**src/rtl/fe_fetch_stage_pkg.sv**
```systemverilog
// Shared types and constants for the fetch stage and its neighbours.
package fe_fetch_stage_pkg;

  localparam int          FE_DBITS    = 32;
  localparam int          FE_INSTSIZE = 4;
  localparam int          FE_BHR_BITS = 8;
  localparam logic [31:0] FE_RESET_PC = 32'h0000_0000;

  // Interface bus widths between FE and its neighbours.
  localparam int FE_TO_DE_WIDTH = 1 + (3 * FE_DBITS) + FE_BHR_BITS;
  localparam int DE_TO_FE_WIDTH = 1;
  localparam int FE_TO_BP_WIDTH = FE_DBITS;
  localparam int BP_TO_FE_WIDTH = 1 + FE_DBITS + FE_BHR_BITS;

  // Fetch sequencing states.
  typedef enum logic [1:0] {
    ST_BOOT  = 2'd0,
    ST_RUN   = 2'd1,
    ST_STALL = 2'd2
  } fe_state_e;

  // Sequential (fall-through) successor of a fetch PC; wraps modulo 2^DBITS.
  function automatic logic [FE_DBITS-1:0] next_seq_pc(input logic [FE_DBITS-1:0] pc);
    return pc + FE_INSTSIZE[FE_DBITS-1:0];
  endfunction

endpackage

```
**src/rtl/fe_skid_buffer.sv**
```systemverilog
// Skid register for the instruction word. While DE stalls, imem_rdata moves
// on, so the word that was on the bus when the stall began is kept here and
// steered to DE instead of the live memory output.
module fe_skid_buffer #(
  parameter int DBITS = 32
) (
  input  logic             clk,
  input  logic             reset,
  input  logic             load,
  input  logic             clear,
  input  logic             sel,
  input  logic [DBITS-1:0] rdata,
  output logic [DBITS-1:0] inst
);

  logic             sv_r;
  logic [DBITS-1:0] sinst_r;

  // Capture the live word on load; clear wins so a flush or resume always drops it.
  always_ff @(posedge clk or posedge reset) begin
    if (reset) begin
      sv_r    <= 1'b0;
      sinst_r <= '0;
    end else if (clear) begin
      sv_r    <= 1'b0;
      sinst_r <= sinst_r;
    end else if (load) begin
      sv_r    <= 1'b1;
      sinst_r <= rdata;
    end else begin
      sv_r    <= sv_r;
      sinst_r <= sinst_r;
    end
  end

  // Present the held word only when asked for and actually holding one.
  always_comb begin
    inst = rdata;
    if (sel && sv_r) begin
      inst = sinst_r;
    end else begin
      inst = rdata;
    end
  end

endmodule

```
**src/rtl/fe_fetch_stage.sv**
```systemverilog
// Fetch stage: owns the fetch PC, follows the branch predictor's next-PC or
// redirect, drives a synchronous-read instruction memory and hands
// {valid, inst, PC, predicted PC, BHR} to decode, holding it across stalls.
module fe_fetch_stage
  import fe_fetch_stage_pkg::*;
#(
  parameter int               DBITS    = FE_DBITS,
  parameter int               BHR_BITS = FE_BHR_BITS,
  parameter logic [DBITS-1:0] RESET_PC = FE_RESET_PC
) (
  input  logic                          clk,
  input  logic                          reset,
  input  logic [DBITS+BHR_BITS:0]       from_BP_to_FE,
  input  logic                          from_DE_to_FE,
  output logic [DBITS-1:0]              imem_addr,
  input  logic [DBITS-1:0]              imem_rdata,
  output logic [DBITS-1:0]              from_FE_to_BP,
  output logic [3*DBITS+BHR_BITS:0]     from_FE_to_DE
);

  // Predictor / decode inputs
  logic                flush_s;
  logic [DBITS-1:0]    new_pc_s;
  logic [BHR_BITS-1:0] bhr_in_s;
  logic                stall_s;

  // Architectural fetch PC and F1 latch
  logic [DBITS-1:0]    pc_r;
  logic                v1_r;
  logic [DBITS-1:0]    pc1_r;
  logic [DBITS-1:0]    pred1_r;
  logic [BHR_BITS-1:0] bhr1_r;
  fe_state_e           state_r;

  // Next-state controls
  fe_state_e           state_nxt_s;
  logic [DBITS-1:0]    pc_nxt_s;
  logic                v1_nxt_s;
  logic                f1_load_s;
  logic                skid_load_s;
  logic                skid_clear_s;
  logic                skid_sel_s;
  logic [DBITS-1:0]    inst_s;

  assign flush_s  = from_BP_to_FE[DBITS+BHR_BITS];
  assign new_pc_s = from_BP_to_FE[DBITS+BHR_BITS-1 -: DBITS];
  assign bhr_in_s = from_BP_to_FE[BHR_BITS-1:0];
  assign stall_s  = from_DE_to_FE;

  assign imem_addr     = pc_r;
  assign from_FE_to_BP = pc_r;
  assign skid_sel_s    = (state_r == ST_STALL);

  // Sequencing: BOOT only primes the memory with pc_r (nothing committed, so
  // the next cycle is a second bubble); RUN/STALL advance when DE accepts;
  // a flush beats everything and restarts through BOOT.
  always_comb begin
    state_nxt_s  = state_r;
    pc_nxt_s     = pc_r;
    v1_nxt_s     = v1_r;
    f1_load_s    = 1'b0;
    skid_load_s  = 1'b0;
    skid_clear_s = 1'b0;
    if (flush_s) begin
      pc_nxt_s     = new_pc_s;
      v1_nxt_s     = 1'b0;
      skid_clear_s = 1'b1;
      state_nxt_s  = ST_BOOT;
    end else begin
      case (state_r)
        ST_BOOT: begin
          state_nxt_s = ST_RUN;
        end
        ST_RUN: begin
          if (!stall_s) begin
            pc_nxt_s  = new_pc_s;
            v1_nxt_s  = 1'b1;
            f1_load_s = 1'b1;
          end else if (v1_r) begin
            skid_load_s = 1'b1;
            state_nxt_s = ST_STALL;
          end else begin
            state_nxt_s = ST_RUN;
          end
        end
        ST_STALL: begin
          if (!stall_s) begin
            pc_nxt_s     = new_pc_s;
            v1_nxt_s     = 1'b1;
            f1_load_s    = 1'b1;
            skid_clear_s = 1'b1;
            state_nxt_s  = ST_RUN;
          end else begin
            state_nxt_s = ST_STALL;
          end
        end
        default: begin
          v1_nxt_s     = 1'b0;
          skid_clear_s = 1'b1;
          state_nxt_s  = ST_BOOT;
        end
      endcase
    end
  end

  // State, fetch PC and F1 latch registers.
  always_ff @(posedge clk or posedge reset) begin
    if (reset) begin
      state_r <= ST_BOOT;
      pc_r    <= RESET_PC;
      v1_r    <= 1'b0;
      pc1_r   <= '0;
      pred1_r <= '0;
      bhr1_r  <= '0;
    end else begin
      state_r <= state_nxt_s;
      pc_r    <= pc_nxt_s;
      v1_r    <= v1_nxt_s;
      if (f1_load_s) begin
        pc1_r   <= pc_r;
        pred1_r <= new_pc_s;
        bhr1_r  <= bhr_in_s;
      end else begin
        pc1_r   <= pc1_r;
        pred1_r <= pred1_r;
        bhr1_r  <= bhr1_r;
      end
    end
  end

  fe_skid_buffer #(
    .DBITS (DBITS)
  ) u_skid (
    .clk   (clk),
    .reset (reset),
    .load  (skid_load_s),
    .clear (skid_clear_s),
    .sel   (skid_sel_s),
    .rdata (imem_rdata),
    .inst  (inst_s)
  );

  assign from_FE_to_DE = {v1_r, inst_s, pc1_r, pred1_r, bhr1_r};

endmodule

```
**config.mk**
```make
export PLATFORM = sky130hd
export DESIGN_NAME = fe_fetch_stage
export DESIGN_NICKNAME = d
export VERILOG_FILES = /design/src/rtl/fe_fetch_stage_pkg.sv /design/src/rtl/fe_skid_buffer.sv /design/src/rtl/fe_fetch_stage.sv
export SDC_FILE = /design/constraint.sdc
export NUM_CORES = 1
export LEC_CHECK = 0
export BUFFER_PORTS_ARGS = -buffer_cell sky130_fd_sc_hd__buf_2
export CAP_MARGIN = 20
export CORE_UTILIZATION = 50
export DETAILED_ROUTE_END_ITERATION = 8
export PLACE_DENSITY = 0.87
export SYNTH_ARGS = -nofsm -noshare
export SYNTH_HDL_FRONTEND = slang
export SYNTH_SLANG_ARGS = --single-unit
```
**constraint.sdc**
```tcl
create_clock -name clk -period 12.4 [get_ports clk]
set_clock_uncertainty 0.05 [all_clocks]
set_input_delay 0.62 -clock clk [delete_from_list [all_inputs] [get_ports clk]]
set_output_delay 0.62 -clock clk [all_outputs]
set_load 0.01 [all_outputs]
```
== Word-level counts from Yosys, hierarchy flattened ==
Cells that the tools add are included.
Cells by class
  eq/ne operators: 6
  reduce and logical (&&, ||, !) cells: 9
  mux-type cells: 23
  bitwise operators: 1
Operators by type and width (count)
  two-way mux 32 bit: 4
  two-way mux 1 bit: 12
  two-way mux 2 bit: 4
  != test 3 bit (second input constant): 2
  case mux 2 bit (3 select lines): 1
  AND reduction 2 bit: 3
  != test 2 bit (second input constant): 2
  case mux 1 bit (2 select lines): 2
  nonzero test 2 bit: 2
  OR reduction 2 bit: 2
  equality test 2 x 1 -> 1 bit (second input constant): 1
  equality test 2 bit (second input constant): 1
  logical NOT 2 bit: 1
  logical AND 1 bit: 1
  NOT 1 bit: 1
Word-level totals
  logic and storage cells: 47
  input port bits: 76
  output and inout port bits: 169
  bits in registers: 140

== Longest topological paths before layout ==
  depth after elaboration: 6
  mapped depth: 6
  depth with buffers taken out: 5

== By module ==
Synthesis repeated with hierarchy kept, for this count alone.
Second synthesis, totals
  cells, all modules: 393
  area, all modules: 6533.8 sq um
By module, submodules not included
  fe_fetch_stage: sequential area each 2677.6 sq um, cells each 284, instances 1, area each 4752.1 sq um
  fe_skid_buffer: sequential area each 825.8 sq um, cells each 109, instances 1, area each 1781.7 sq um

== Worst setup path before layout ==
No wires, ideal clock.
  kind: register -> output
  from: register state_r[0]
  to: output port from_FE_to_DE[100]
  required time: 11.730 ns
  arrival: 1.360 ns
  slack: 10.370 ns
  cell stages (with the launch flop): 6
  buffers on the path: 1
  cell sequence: dfrtp_1 -> inv_1 -> ha_1 -> nand2_1 -> buf_2 -> mux2_2
Between the ends
  cells in the longest elaborated chain, start to end: 3
RTL lines
  start: declaration: RTL line fe_fetch_stage.sv:33  | fe_state_e state_r;
  start signal: assignment: RTL line fe_fetch_stage.sv:116  | state_r <= state_nxt_s;
  equality test 2 bit: RTL line fe_fetch_stage.sv:52  | assign skid_sel_s = (state_r == ST_STALL);
  logical AND 1 bit: RTL line fe_skid_buffer.sv:39  | if (sel && sv_r) begin
  two-way mux 32 bit: RTL line fe_skid_buffer.sv:39
  end: declaration: RTL line fe_fetch_stage.sv:18  | output logic [3*DBITS+BHR_BITS:0] from_FE_to_DE
No other way between the ends.

== Worst setup path after layout ==
  from: register state_r[0]
  to: output port from_FE_to_DE[84]
The elaborated chain is that of the path after synthesis.

==> impl_metrics.ini <==
[status]
status = finished with violations
violations = DRC

[clocking]
cts_sinks = 140
cts-buffers-inserted = 17
cts_tree = done
clockBufferDepth = 2
ctsResizeCount = 0
cts.reportedPaths.clkPinSlew_ns = 0.06
clock_latency_ns = 0.41
htree_levels = 4
root_buffer = clkbuf_16
cts_hold_buf = 0
cts_setup_buffers = 0

[timing]
worst_slew_pin_slew_ns = 0.974
setup_tns_ns = 0
final-setup-viol-count = 0
fmax_mhz = 335
report.final.slew_viol_count = 0
rsz0062_at_grt = no
final_hold_viol_count = 0
hold_ws_ns = 0.214
fin_crit_ns = 2.99
slew_headroom_pct = 35.1
period_share_pct = 24.1

[routing]
first_iter_violations = 184
first_pass_iters = 6
avgViaCountPerCell = 5.06
postRouteAntennaNets = 0
wirelength_um = 12800
vias = 3858
wl_per_cell_um = 16.8
drc = 11

[pwr]
power.leakage_nw = 3.84
powerDensity_mw_per_mm2 = 200
vdd_ir_drop_max_v = 0.000134
total_power_mw = 1.54

[finish]
fillCellCount = 866
areaGrowthSynthToFinish_pct = 27.2
utilization_pct = 66.3
nets = 686
final_cells = 762
diodes = 0
drive_above_1_share_pct = 72.9

[global_routing]
grt_usage_pct = 21.2
grt_pass1_wl_um = 20200
overflow = 0
grt_max_degree = 80
antenna_found_initial = 0
grt_pass1_vias = 3981

[logic_synthesis]
synth_area_mm2 = 0.00605
yosysUniqueCellTypes = 24
yosysWarnings = 0
syn_area_per_cell_um2 = 15.6
yosysSeqAreaShare_pct = 57.9
mappedNetlistNets = 468
ys_ff_latch = 140
netlist_instances = 388

[floorplanning]
start_util_pct = 52.1
fp-row-count = 39
die_area_mm2 = 0.0125
core_mm2 = 0.0116
die_h_um = 112
die-width_um = 112
ioPinCount = 245

[worst_setup_path]
startpoint_type = flop
path_max_fanout = 25
crit_type = flop to output pin
crit_path_end_kind = output pin
cp.required_ns = 11.73
critPathArrivalTime_ns = 2.32

[placed_design]
place.gp.congestion = 0.817
dp_cells = 730
port_buffers = 244
place_hpwl_um = 9050

[job]
cap_violations = 0

[hold_path]
hold_class = input port to async pin
-- per-layer routing --
layer / GRT usage [%] / routed length (um) / vias to the layer above
met4: 7.82 / 224 / 0
met1: 22.0 / 4730 / 1937
li1: - / - / 1772
met3: 7.62 / 740 / 19
met5: 0 / 0 / -
met2: 39.0 / 7120 / 130
-- Yosys cell counts (all sizes together) --
cell,n,area (um2)
nor3b,1,7.51
nor3,2,10.0
nand2,3,11.3
buf,50,417
a211o,1,8.76
inv,7,26.3
a21boi,1,7.51
a2111oi,1,8.76
nand4,1,21.3
a22o,1,8.76
a21oi,3,26.3
nand3,2,10.0
dfrtp,140,3500
nand2b,1,6.26
ha,4,50.1
mux2,168,1920
nor2,2,10.0
-- sequential cells by signal, summed over array words and instances (netlist names) --
register        flops
bhr1_r              8
pc1_r              32
u_skid.sinst_r     32
from_FE_to_BP      32
state_r             2
pred1_r            32
u_skid.sv_r         1
v1_r                1
-- layout make-up --
type / count / area (um2) / share of cell area [%]
clock inverter: 12 / 169 / 2.19
timing repair buffer: 249 / 1260 / 16.4
inverter: 7 / 31.3 / 0.406
tap: 143 / 179 / 2.32
sequential: 140 / 3500 / 45.5
clock buffer: 20 / 447 / 5.80
multi-input combinational: 191 / 2110 / 27.4
-- through the flow --
stage               setup slack, ns  cell area [um2]
floorplan                      7.98             6050
global placement               9.96             7080
detailed placement             9.85             7080
CTS                            9.38             7700
global route                   9.31             7700
finish                         9.41             7700
-- worst max-delay path: stages (launching register included) --
cell     delay (ns)
dfrtp_1        0.40
inv_1          0.09
ha_1           0.24
nand2_1        0.28
buf_4          0.37
mux2_2         0.38
buf_2          0.14
-- layout by cell type, fill, tap and decap left out, drive strengths merged, types with 3 or more instances in the layout --
cell and instances:
clkbuf 20, mux2 168, a21oi 3, nand2 3
ha 4, bufinv 4, dfrtp 140, buf 249
clkinv 5, inv 8
-- where the power goes --
group	leakage (nW)	total, mW	switching [mW]	internal [mW]
registers	1.71	0.652	0.0702	0.582
clock network	0.300	0.525	0.185	0.340
logic	1.83	0.361	0.171	0.191
total	3.84	1.54	0.425	1.11
-- worst paths after layout --
path	cells past startpoint	endpoint	from	slack, ns
worst min register to register	1	pc1_r[25]	pc1_r[25]	0.45
worst max register to register	5	from_FE_to_BP[10]	state_r[0]	10.20
max in group asynchronous	3	pc1_r[3]	reset	10.70
worst max-delay path	6	from_FE_to_DE[84]	state_r[0]	9.41
min in group clk	2	bhr1_r[2]	from_BP_to_FE[2]	0.39
worst min-delay path	2	u_skid.sinst_r[15]	reset	0.21
-- kinds of logic after synthesis --
| family | synth area share [%] |
|---|---|
| compound gates | 0.993 |
| simple gates | 1.26 |
| buf+inv | 7.32 |
| mux | 31.7 |
| flops | 57.9 |
| fa+ha+maj | 0.827 |
Power figures use the tool's default switching activity.
